## config.mk

```make
export PLATFORM = sky130hd
export DESIGN_NAME = tracking_arbiter_flat
export DESIGN_NICKNAME = d
export VERILOG_FILES = /design/src/rtl/tracking_arbiter_if.sv /design/src/rtl/tracking_arbiter.sv /design/src/flat_wrapper.sv
export SDC_FILE = /design/constraint.sdc
export NUM_CORES = 1
export LEC_CHECK = 0
export CORE_MARGIN = 10
export CORE_UTILIZATION = 52
export CTS_CLUSTER_DIAMETER = 80
export DETAILED_ROUTE_END_ITERATION = 16
export PLACE_DENSITY = 0.84
export RECOVER_POWER = 100
export SYNTH_ARGS = -nofsm -noshare
export SYNTH_HDL_FRONTEND = slang
export SYNTH_SLANG_ARGS = --single-unit
```

## constraint.sdc

```tcl
create_clock -name clk -period 2.41 [get_ports clk]
set_clock_uncertainty 0.2 [all_clocks]
set_input_delay 0.482 -clock clk [delete_from_list [all_inputs] [get_ports clk]]
set_output_delay 0.482 -clock clk [all_outputs]
set_load 0.005 [all_outputs]
```

## src/rtl/tracking_arbiter_if.sv

```systemverilog
// Handshake bundle between the tracking arbiter, its requesting channels and
// the shared tracking loops.
interface tracking_arbiter_if #(
  parameter int NUM_CHANNELS = 4,
  parameter int SEL_WIDTH    = 2
);
  logic [NUM_CHANNELS-1:0] req_valid;
  logic                    loops_ready;
  logic                    loops_start;
  logic [SEL_WIDTH-1:0]    loops_sel;
  logic [NUM_CHANNELS-1:0] chan_ready;
  logic                    busy;
  logic [NUM_CHANNELS-1:0] pending;
  logic                    overrun;
  logic                    timeout_err;

  modport master (
    input  req_valid, loops_ready,
    output loops_start, loops_sel, chan_ready, busy, pending, overrun, timeout_err
  );

  modport slave (
    output req_valid, loops_ready,
    input  loops_start, loops_sel, chan_ready, busy, pending, overrun, timeout_err
  );
endinterface

```

## src/rtl/tracking_arbiter.sv

```systemverilog
// Round-robin arbiter time-sharing one tracking_loops instance among several
// channels; every output is registered.
module tracking_arbiter #(
  parameter int NUM_CHANNELS   = 4,
  parameter int SEL_WIDTH      = 2,
  parameter int TIMEOUT_CYCLES = 1023
) (
  input  logic               clk,
  input  logic               global_reset,
  tracking_arbiter_if.master bus
);
  localparam int TW = $clog2(TIMEOUT_CYCLES + 1);

  typedef enum logic [1:0] {IDLE, START, WAIT, DONE} state_t;

  state_t                  state_reg;
  logic [NUM_CHANNELS-1:0] pending_reg;
  logic [NUM_CHANNELS-1:0] chan_ready_reg;
  logic [SEL_WIDTH-1:0]    sel_reg;
  logic [SEL_WIDTH-1:0]    last_grant_reg;
  logic [TW-1:0]           timer_reg;
  logic                    start_reg;
  logic                    busy_reg;
  logic                    overrun_reg;
  logic                    timeout_reg;

  logic [NUM_CHANNELS-1:0] sel_hit;
  logic [NUM_CHANNELS-1:0] dup_req;
  logic                    grant_found;
  logic [SEL_WIDTH-1:0]    grant_idx;

  // A request landing on the channel being started re-queues it instead of
  // counting as an overrun: the set wins over the START clear.
  for (genvar gi = 0; gi < NUM_CHANNELS; gi++) begin : g_chan
    assign sel_hit[gi] = (state_reg == START) && (sel_reg == SEL_WIDTH'(gi));
    assign dup_req[gi] = bus.req_valid[gi] && pending_reg[gi] && !sel_hit[gi];
  end

  // Walk from the farthest candidate back to last_grant+1 so the nearest
  // pending channel is the last one written.
  always_comb begin
    grant_found = 1'b0;
    grant_idx   = '0;
    for (int k = NUM_CHANNELS; k >= 1; k--) begin
      if (pending_reg[(int'(last_grant_reg) + k) % NUM_CHANNELS]) begin
        grant_found = 1'b1;
        grant_idx   = SEL_WIDTH'((int'(last_grant_reg) + k) % NUM_CHANNELS);
      end
    end
  end

  always_ff @(posedge clk) begin
    if (global_reset) begin
      state_reg      <= IDLE;
      pending_reg    <= '0;
      chan_ready_reg <= '0;
      sel_reg        <= '0;
      last_grant_reg <= SEL_WIDTH'(NUM_CHANNELS - 1);
      timer_reg      <= '0;
      start_reg      <= 1'b0;
      busy_reg       <= 1'b0;
      overrun_reg    <= 1'b0;
      timeout_reg    <= 1'b0;
    end else begin
      pending_reg    <= (pending_reg & ~sel_hit) | bus.req_valid;
      start_reg      <= 1'b0;
      chan_ready_reg <= '0;
      if (|dup_req) overrun_reg <= 1'b1;

      case (state_reg)
        IDLE: begin
          if (grant_found) begin
            sel_reg   <= grant_idx;
            start_reg <= 1'b1;
            busy_reg  <= 1'b1;
            state_reg <= START;
          end
        end
        START: begin
          timer_reg <= '0;
          state_reg <= WAIT;
        end
        WAIT: begin
          if (bus.loops_ready) begin
            chan_ready_reg <= NUM_CHANNELS'(1) << sel_reg;
            state_reg      <= DONE;
          end else if (timer_reg == TW'(TIMEOUT_CYCLES - 1)) begin
            timeout_reg    <= 1'b1;
            last_grant_reg <= sel_reg;
            busy_reg       <= 1'b0;
            state_reg      <= IDLE;
          end else begin
            timer_reg <= timer_reg + 1'b1;
          end
        end
        DONE: begin
          last_grant_reg <= sel_reg;
          busy_reg       <= 1'b0;
          state_reg      <= IDLE;
        end
        default: state_reg <= IDLE;
      endcase
    end
  end

  assign bus.loops_start = start_reg;
  assign bus.loops_sel   = sel_reg;
  assign bus.chan_ready  = chan_ready_reg;
  assign bus.busy        = busy_reg;
  assign bus.pending     = pending_reg;
  assign bus.overrun     = overrun_reg;
  assign bus.timeout_err = timeout_reg;
endmodule

```

## src/flat_wrapper.sv

```systemverilog
// flat-port wrapper written by rule: the top's interface ports become plain ports
module tracking_arbiter_flat 
#(
  parameter int NUM_CHANNELS   = 4,
  parameter int SEL_WIDTH      = 2,
  parameter int TIMEOUT_CYCLES = 1023
)
  (clk, global_reset, bus_req_valid, bus_loops_ready, bus_loops_start, bus_loops_sel, bus_chan_ready, bus_busy, bus_pending, bus_overrun, bus_timeout_err);
  tracking_arbiter_if #(.NUM_CHANNELS(NUM_CHANNELS), .SEL_WIDTH(SEL_WIDTH)) bus_i ();
  input  logic clk;
  input  logic global_reset;
  input wire logic [$bits(bus_i.req_valid)-1:0] bus_req_valid;
  input wire logic [$bits(bus_i.loops_ready)-1:0] bus_loops_ready;
  output wire logic [$bits(bus_i.loops_start)-1:0] bus_loops_start;
  output wire logic [$bits(bus_i.loops_sel)-1:0] bus_loops_sel;
  output wire logic [$bits(bus_i.chan_ready)-1:0] bus_chan_ready;
  output wire logic [$bits(bus_i.busy)-1:0] bus_busy;
  output wire logic [$bits(bus_i.pending)-1:0] bus_pending;
  output wire logic [$bits(bus_i.overrun)-1:0] bus_overrun;
  output wire logic [$bits(bus_i.timeout_err)-1:0] bus_timeout_err;
  assign bus_i.req_valid = bus_req_valid;
  assign bus_i.loops_ready = bus_loops_ready;
  assign bus_loops_start = bus_i.loops_start;
  assign bus_loops_sel = bus_i.loops_sel;
  assign bus_chan_ready = bus_i.chan_ready;
  assign bus_busy = bus_i.busy;
  assign bus_pending = bus_i.pending;
  assign bus_overrun = bus_i.overrun;
  assign bus_timeout_err = bus_i.timeout_err;
  tracking_arbiter #(.NUM_CHANNELS(NUM_CHANNELS), .SEL_WIDTH(SEL_WIDTH), .TIMEOUT_CYCLES(TIMEOUT_CYCLES)) u_core (.clk(clk), .global_reset(global_reset), .bus(bus_i));
endmodule
```

## Yosys cells after proc, flatten, opt, wreduce, memory -nomap -nowiden

Cells that the tools add are included.

- Add/subtract/negate cells: 5
- Magnitude comparators: 4
- Equal/unequal tests: 12
- Shift operators: 1
- Mux-type cells: 35
- Bitwise operators: 10
- Reduce and logical (&&, ||, !) cells: 34

Operators by type and width:

| kind | number |
|---|---|
| 10-bit two-way mux | 2 |
| 10-bit one-hot mux with 2 select lines | 1 |
| 2-bit two-way mux | 9 |
| 3-bit by 4-bit < comparator with 1-bit output, second input constant | 4 |
| 1-bit two-way mux | 16 |
| 1-bit logical AND | 12 |
| 10-bit by 1-bit adder with 10-bit output, second input constant | 1 |
| 10-bit == test, second input constant | 1 |
| 2-bit OR reduction | 5 |
| 3-bit AND reduction | 3 |
| 1-bit binary-select mux with 2-bit select | 4 |
| 2-bit == test, second input constant | 4 |
| 2-bit one-hot mux with 4 select lines | 1 |
| 2-bit by 1-bit adder with 2-bit output, second input constant | 2 |
| 2-bit adder, second input constant | 2 |
| 1-bit bitwise AND, first input constant | 4 |
| 4-bit bitwise AND | 1 |
| 2-bit by 1-bit == test with 1-bit output, second input constant | 2 |
| 1-bit logical NOT | 4 |
| 2-bit logical NOT | 2 |
| 2-bit by 1-bit != test with 1-bit output, second input constant | 2 |
| 2-bit != test, second input constant | 2 |
| 4-bit inverter | 1 |
| 4-bit OR | 1 |
| 11 further kinds | 15 |

- Register bits: 28
- Bits of input ports: 7
- Output and inout bits: 14

## Depth between registers and ports, before layout

Gate-level depths: netlist of the first run.

- Depth after elaboration: 12
- Gate-level depth with buffers: 6
- Gate-level depth less buffers: 6

## Least setup slack after synthesis of the first run

No wires, ideal clock.

- Path type: in2reg
- From: input bus_loops_ready
- To: register u_core.timer_reg[5]
- Setup time: 0.070 ns
- Data arrival time: 1.714 ns
- Required time: 2.140 ns
- Setup slack: 0.426 ns
- Stages: 4
- Path buffers: 0
- Path through: or3b_4 > a21o_1 > or4_1 > a21oi_1

- Cells in the longest elaborated chain, start to end: 2

Ends and longest elaborated chain:

| element | RTL line | text |
|---|---|---|
| start, declared | flat_wrapper.sv:13 | `input wire logic [$bits(bus_i.loops_ready)-1:0] bus_loops_ready;` |
| 2-bit != test (no source line) | n/a |  |
| 3-bit AND reduction (no source line) | n/a |  |
| end signal, assigned | tracking_arbiter.sv:93 | `timer_reg <= timer_reg + 1'b1;` |
| end, declared | tracking_arbiter.sv:21 | `logic [TW-1:0] timer_reg;` |

Every way passes these cells.
A chain may end at the register's enable or synchronous reset.

## Worst setup path in the final report of the first run

- From: input bus_loops_ready
- To: register u_core.timer_reg[9]

The elaborated chain is that of the path after synthesis.

==> results.ini, run 1 <==
[logic_synthesis]
synthTopCellsByArea = dfxtp_1 43%, a21oi_1 6.9%, nor2_1 4.9%, nand3_1 3.1%, o31ai_1 2.9%
ys_seq_area_share_pct = 42.8
synth.top_cell.area_share_pct = 42.8
ys.flop_type = dfxtp_1
synth_xor_area_share_pct = 0
async_reset_ff_share_pct = 0
synth.area.mux_share_pct = 0
synth-edff-count = 0
synth_cells = 155
synthTopCellsByCount = 28 x dfxtp_1, 18 x a21oi_1, 17 x nor2_1
synth.net_count = 164
synth_area_per_cell_um2 = 8.45
synth-seq-cells = 28
yosysMostFrequentCell = dfxtp_1
yosys_warnings = 0
synth_compound_area_share_pct = 24.5
yosys.area.top_type = dfxtp_1
yosysUniqueCellTypes = 40
synth_simple_gate_area_share_pct = 27.2
syn_area_um2 = 1310
synth_adder_area_share_pct = 1.91
synth_top_family_by_area = simple AND/OR/NAND/NOR gates

[setup_path]
crit_fanout = 3
rr_worst_depth = 6
rrSetupSlack_ns = 0.33
crit_type = in2reg
crit_path_end_kind = register
crit_required_ns = 2.47
rr_startpoint = u_core.timer_reg[0]
cp.arrival_ns = 2.34
r2r-end = u_core.timer_reg[2]
crit_path_start_kind = input pin

[final_layout]
antennaDiodeCount = 0
n_fill_cell = 220
largest_reg_flops = 10
finalInstanceArea_um2 = 1580
finalNetCount = 189
layout-drive-gt1-share_pct = 5.62
synthToLayoutAreaGrowth_pct = 20.7

[grt]
grt_max_degree = 22
grt_usage_pct = 13.3
antenna_found_initial = 0
grt_pass1_vias = 1265
grt_pass1_wl_um = 5730
overflow = 0

[clocking]
cts-root-buf = clkbuf_4
cts_max_path_buffers = 2
path_clk_slew_ns = 0.14
holdBufCountCts = 0
cts.repair.resized = 0
post_cts_buffers = 0
cts_tree = done
clkSinkCount = 28
clk_latency_ns = 0.32
htreeDepth = 1
cts_buffers = 3

[sta]
worst_slack_ns = 0.131
max_slew_margin_pct = 49.6
finalSetupViolCount = 0
finalCritPeriodShare_pct = 94.6
hold_violations = 0
finalMaxSlewViolations = 0
tightest_slew_ns = 0.750
finalSetupTns_ns = 0
rsz0062_at_grt = false
fmax_ghz = 0.439
period_needed_ns = 2.28

[placed_design]
portBuffers = 20
placed_area_um2 = 1570
dp_hpwl_um = 2420
gp_congestion = 0.814
dp_worst_setup_slack_ns = -0.0636

[power]
ir_drop_mv = 0.405
p_per_area_nw_per_um2 = 563
leakage_nw = 0.569

[worst_hold_path]
hp-class = reg2reg
min_path_cells = 2
min_from = u_core.bus.timeout_err
min_to = u_core.bus.timeout_err

[floorplanning]
die_h_um = 70.2
ios = 21
die_area_um2 = 4930
die_x_um = 70.2
start_util_pct = 53.9
num_rows = 18
coreArea_um2 = 2430

[drt]
wire_per_inst_um = 15.7
drt-initial-drc-count = 64
totalWireLength_um = 3270
vias_per_cell = 6.14
route.detailed.drc = 0
ant_nets = 0
vias = 1277
drt_pass1_iterations = 4

[status]
outcome = finished clean

[flow_run]
drv_cap = 0

==> metal layers <==
metal	global-route usage, %	routed length, µm	up-vias
li1	-	-	625
met4	3.95	16	0
met1	15.5	1370	611
met5	0	0	-
met2	22.5	1640	39
met3	4.38	240	2
==> worst max-delay path, cell delays in order <==
cell and delay (ns):
dlygate4sd3_1 0.55, or3b_4 0.39, a211o_1 0.33, or4_1 0.42
a21oi_1 0.16
==> layout make-up <==
| type | count | area [µm²] | share of cell area (%) |
|---|---|---|---|
| multi-input cells | 115 | 697 | 44.1 |
| flip-flops and latches | 28 | 561 | 35.4 |
| repair buffers | 27 | 245 | 15.5 |
| well taps | 30 | 37.5 | 2.37 |
| inverters | 5 | 18.8 | 1.19 |
| clock buffers | 3 | 22.5 | 1.42 |
==> metrics by stage <==
step                total power, mW  instances  hold slack, ns  utilization [%]
global route                  0.940        208           0.318             65.0
detailed placement            0.716        205           0.261             64.6
finish                        0.890        208           0.284             65.0
floorplan                     0.632        155           0.241                -
global placement              0.708        205           0.255             64.6
CTS                           0.904        208           0.293             65.5
==> power by group <==
| part | internal [mW] | switching, mW |
|---|---|---|
| Combinational | 0.0841 | 0.0881 |
| Sequential | 0.490 | 0.0363 |
| Clock | 0.0586 | 0.133 |
==> cells by family (layout without fill, tap and decap cells) <==
family / count (synthesis) / after routing
simple gates: 65 / 65
compound gates: 48 / 48
flops: 28 / 28
buf+inv: 12 / 35
fa+ha+maj: 2 / 2
==> worst max path at each step <==
stage | startpoint | end | slack (ns) | depth (start not counted)
after global placement | bus_loops_ready | u_core.timer_reg[6] | -0.02 | 5
after CTS | u_core.bus.loops_sel[1] | bus_loops_sel[1] | 0.25 | 1
final | bus_loops_ready | u_core.timer_reg[9] | 0.13 | 5
after detailed placement | bus_loops_ready | u_core.timer_reg[6] | -0.06 | 5
after global routing | bus_loops_ready | u_core.timer_reg[9] | 0.08 | 5
after floorplan | bus_loops_ready | u_core.timer_reg[5] | 0.43 | 4
==> cells in the final DEF, fill, tap and decap left out, drive strengths merged, types with 2 or more instances in the layout <==
cell	Yosys	layout
a211o	2	2
a21oi	18	18
a311oi	2	2
buf	2	5
clkbuf	5	5
clkdlybuf4s50	0	5
dfxtp	28	28
dlygate4sd3	0	15
ha	2	2
inv	5	5
nand2	8	8
nand2b	4	4
nand3	8	8
nand3b	2	2
nand4	2	2
nor2	17	17
nor2b	4	4
nor3	4	4
o211ai	4	4
o21ai	8	8
o31ai	5	5
or3	4	4
or4	4	4
No activity file was read; power rests on OpenSTA's default activity.
==> inputs of run 2 (changes only) <==
- CORE_ASPECT_RATIO: unset -> 0.5
- CORE_UTILIZATION: 52 -> 39
- PLACE_DENSITY: 0.84 -> 0.67
==> run 2 against run 1 <==
  * First-iteration DRC count down 19%
  * Global-route usage down 3.5 points
  * Die area up 26%
  * Largest cell class unchanged
  * Maximum frequency up 2.4%
  * Largest power group unchanged
  * Register-to-register slack worse by 0.04 ns
==> results.ini, run 2 (same netlist as run 1, synthesis figures left out) <==
[final_layout]
layout-drive-gt1-share_pct = 5.06
finalNetCount = 188
n_fill_cell = 319
final_cell_mix = 28 x dfxtp_1, 18 x a21oi_1, 17 x nor2_1
antennaDiodeCount = 0
synthToLayoutAreaGrowth_pct = 24.5
layout_commonest_cell = dfxtp_1
utilization_pct = 52.6
finalInstanceArea_um2 = 1630
largest_reg_flops = 10
final_cells = 218

[sta]
rsz0062_at_grt = false
finalCritPeriodShare_pct = 92.3
worst_slack_ns = 0.185
hold_violations = 0
fin_hold_ws_ns = 0.269
max_slew_margin_pct = 41.6
finalSetupViolCount = 0
finalMaxSlewViolations = 0
period_needed_ns = 2.23
fmax_ghz = 0.449
tightest_slew_ns = 0.876

[placed_design]
dp_hpwl_um = 2210
gp_congestion = 0.790
placedCellCount = 214
dp_worst_setup_slack_ns = -0.0860
placed_area_um2 = 1580
portBuffers = 20

[setup_path]
startpoint = bus_loops_ready
rrSetupSlack_ns = 0.29
r2r-end = u_core.timer_reg[6]
rr_startpoint = u_core.state_reg[0]
crit_path_start_kind = input pin
crit_type = in2reg
crit_required_ns = 2.42
crit_fanout = 8
crit_path_end_kind = register
rr_worst_depth = 4
cp.arrival_ns = 2.23
setup.worst_path.end = u_core.timer_reg[6]

[grt]
antenna_found_initial = 0
grt_pass1_vias = 1078
grt_usage_pct = 9.80
grt_max_degree = 22
grt_pass1_wl_um = 4940
overflow = 0

[clocking]
cts_max_path_buffers = 2
cts_buffers = 3
clkSinkCount = 28
cts-root-buf = clkbuf_8
path_clk_slew_ns = 0.09
clk_latency_ns = 0.28
cts.repair.resized = 0
post_cts_buffers = 0
htreeDepth = 1
cts_tree = done
holdBufCountCts = 0

[drt]
wire_per_inst_um = 13.7
vias_per_cell = 5.58
drt-initial-drc-count = 52
route.detailed.drc = 0
ant_nets = 0
totalWireLength_um = 2990
drt_pass1_iterations = 4
vias = 1217

[power]
p_per_area_nw_per_um2 = 652
leakage_nw = 0.580
ir_drop_mv = 0.300

[floorplanning]
start_util_pct = 42.3
ios = 21
die_x_um = 102
die_area_um2 = 6220
num_rows = 14
die_h_um = 61.0
coreArea_um2 = 3100

[flow_run]
drv_cap = 0

[worst_hold_path]
hp-class = reg2reg

[status]
outcome = finished clean

run 2: through the flow:
stage	TNS (ns)	power (mW)
floorplan	0	0.632
global placement	-0.0920	0.712
detailed placement	-0.249	0.713
CTS	0	1.09
global route	0	1.12
finish	0	1.06
run 2: final cells by class:
| type | count | area [µm²] | area share (%) |
|---|---|---|---|
| flip-flops and latches | 28 | 561 | 34.4 |
| inverters | 5 | 18.8 | 1.15 |
| clock buffers | 3 | 41.3 | 2.53 |
| clock inverters | 1 | 30.0 | 1.84 |
| repair buffers | 26 | 238 | 14.6 |
| well taps | 40 | 50.0 | 3.07 |
| multi-input cells | 115 | 692 | 42.4 |
run 2: worst min-delay path by stage:
stage	cells after the start	slack [ns]	endpoint	start
floorplan	1	0.24	u_core.timer_reg[3]	u_core.timer_reg[3]
global placement	2	0.25	u_core.bus.timeout_err	u_core.bus.timeout_err
detailed placement	2	0.26	u_core.bus.timeout_err	u_core.bus.timeout_err
CTS	1	0.28	u_core.timer_reg[3]	u_core.timer_reg[3]
global route	1	0.31	u_core.timer_reg[3]	u_core.timer_reg[3]
finish	2	0.27	u_core.bus.timeout_err	u_core.bus.timeout_err
run 2: power by group:
group          total, mW  internal [mW]  switching [mW]
Clock              0.374          0.223           0.152
Sequential         0.525          0.490          0.0353
Combinational      0.164         0.0828          0.0812
run 2: layer usage:
layer | vias up | GRT usage, % | wire, µm
met5 | - | 0 | 0
met4 | 0 | 2.99 | 28
met3 | 4 | 3.40 | 140
met2 | 17 | 16.7 | 1440
met1 | 571 | 11.5 | 1390
li1 | 625 | - | -
run 2: critical path: stages:
cell	delay [ns]
clkdlybuf4s50_1	0.42
or3b_1	0.41
a21o_1	0.27
or4_1	0.51
a21oi_1	0.15
==> inputs of run 3 (changes only) <==
- CORE_ASPECT_RATIO: 0.5 -> 1.75
==> run 3 against run 2 <==
  * Sequential power hardly changed
  * Power is 7.3% lower
  * Global-route usage is 0.77 points higher
  * Critical endpoint is now u_core.timer_reg[5]
  * Sequential share of layout area grew 0.13 points
  * Core utilization is 1.4 points lower
  * Largest power group unchanged
  * Highest routed layer unchanged
  * Maximum frequency is essentially flat
  * Combinational power rose by 2%
  * Largest cell class unchanged
  * Design area down 0.38%
==> results.ini, run 3 (same netlist as run 1, synthesis figures left out) <==
[grt]
met1_usage_pct = 9.93
grt_busiest_layer = met2
antenna_found_initial = 0
overflow = 0
grtUsageMet3_pct = 3.34
grt_pass1_wl_um = 5510
grt_max_degree = 16
grt_usage_pct = 10.6
gr-usage-met2_pct = 19.4
grt_pass1_vias = 1227

[clocking]
htreeDepth = 1
cts-root-buf = clkbuf_8
cts_max_path_buffers = 2
path_clk_slew_ns = 0.09
clkSinkCount = 28
cts_buffers = 3
cts.repair.resized = 0
post_cts_buffers = 0
clk_latency_ns = 0.27
cts_tree = done
holdBufCountCts = 0

[flow_run]
drv_cap = 0

[floorplanning]
die_area_um2 = 6170
die_x_um = 63.8
start_util_pct = 41.3
coreArea_um2 = 3180
die_h_um = 96.7
num_rows = 27
ios = 21

[setup_path]
cpLargestDelayFamily = simple AND/OR/NAND/NOR gates
crit_slowest_cell = or4_1
crit_path_end_kind = register
crit_path_start_kind = input pin
cp_cell_sequence = clkdlybuf4s50_1, or3b_1, a21o_1, or4_1, a21oi_1
crit_type = in2reg
critPathBufInv = 1
cp.arrival_ns = 2.23
crit_required_ns = 2.41
crit_fanout = 5
slowest_delay_ns = 0.52

[drt]
ant_nets = 0
totalWireLength_um = 3280
wire_per_inst_um = 14.8
drt-initial-drc-count = 28
drt_pass1_iterations = 4
vias = 1259
vias_per_cell = 5.67
route.detailed.drc = 0

[placed_design]
dp_hpwl_um = 2560
dp_worst_setup_slack_ns = -0.0783
portBuffers = 20
gp_congestion = 0.840

[power]
p_clk_share_pct = 29.6
p_switching_uw = 265
p_per_area_nw_per_um2 = 607
p_sw_share_pct = 26.9
ir_drop_mv = 0.461
internal_power_uw = 720
seq_power_share_pct = 53.3
power_frac_comb_pct = 17.1
leakage_nw = 0.580

[sta]
finalSetupTns_ns = 0
max_slew_margin_pct = 44.4
worst_slack_ns = 0.184
finalMaxSlewViolations = 0
finalSetupViolCount = 0
rsz0062_at_grt = false
finalCritPeriodShare_pct = 92.4
fmax_ghz = 0.449
period_needed_ns = 2.23
hold_violations = 0
tightest_slew_ns = 0.823

[final_layout]
finalNetCount = 189
final_cell_mix = 28 x dfxtp_1, 18 x a21oi_1, 17 x nor2_1
layout-drive-gt1-share_pct = 5.59
layout_commonest_cell = dfxtp_1
synthToLayoutAreaGrowth_pct = 24.0
antennaDiodeCount = 0
largest_reg_flops = 10
utilization_pct = 51.1

[status]
outcome = finished clean

[worst_hold_path]
hp-class = reg2reg

-- run 3: changes by cell type in the layout (fill, tap and decap cells not counted) --
| cell | before | now |
|---|---|---|
| buf_4 | 4 | 6 |
| bufinv_16 | 1 | 0 |
| clkbuf_1 | 2 | 1 |
| clkbuf_8 | 3 | 4 |
| clkdlybuf4s50_1 | 5 | 6 |
| dlygate4sd3_1 | 15 | 14 |
| nor3_1 | 3 | 4 |
| nor3_2 | 1 | 0 |
-- run 3: power groups by stage --
stage / logic [mW] / clock network, mW / registers [mW]
final: 0.168 / 0.291 / 0.525
after global routing: 0.188 / 0.316 / 0.531
after CTS: 0.181 / 0.299 / 0.527
after detailed placement: 0.179 / 0 / 0.537
after global placement: 0.178 / 0 / 0.535
after floorplan: 0.112 / 0 / 0.520
-- run 3: final timing paths --
check	start	endpoint	slack, ns	depth (start not counted)
worst min-delay path	u_core.bus.timeout_err	u_core.bus.timeout_err	0.28	2
worst max register to register	u_core.timer_reg[4]	u_core.timer_reg[2]	0.33	4
worst max-delay path	bus_loops_ready	u_core.timer_reg[5]	0.18	5
worst min register to register	u_core.bus.timeout_err	u_core.bus.timeout_err	0.28	2
-- run 3: worst min-delay path, delay by kind of cell (launching register included) --
family | cells | cell delay [ns]
AND/OR/NAND/NOR | 1 | 0.07
flip-flops | 1 | 0.34
AO/OA/AOI/OAI | 1 | 0.04
-- run 3: cell type report --
class / instances / area [µm²]
flip-flops and latches: 28 / 561
repair buffers: 27 / 249
clock buffers: 4 / 55.1
multi-input cells: 115 / 687
well taps: 43 / 53.8
fillers: 325 / 1550
inverters: 5 / 18.8
-- run 3: through the flow --
stage          area (µm²)  cells  hold slack, ns  power [mW]
6_report             1620    222           0.279       0.985
5_1_grt              1620    222           0.321        1.03
4_1_cts              1640    222           0.283        1.01
3_5_place_dp         1590    218           0.263       0.717
3_3_place_gp         1590    218           0.260       0.713
2_1_floorplan        1310    155           0.241       0.632
-- run 3: layer usage --
metal  up-vias  share of wire, %
met5         -                 0
met4         0               1.2
met2        27                56
li1        627                 -
met1       601                38
met3         4               4.8
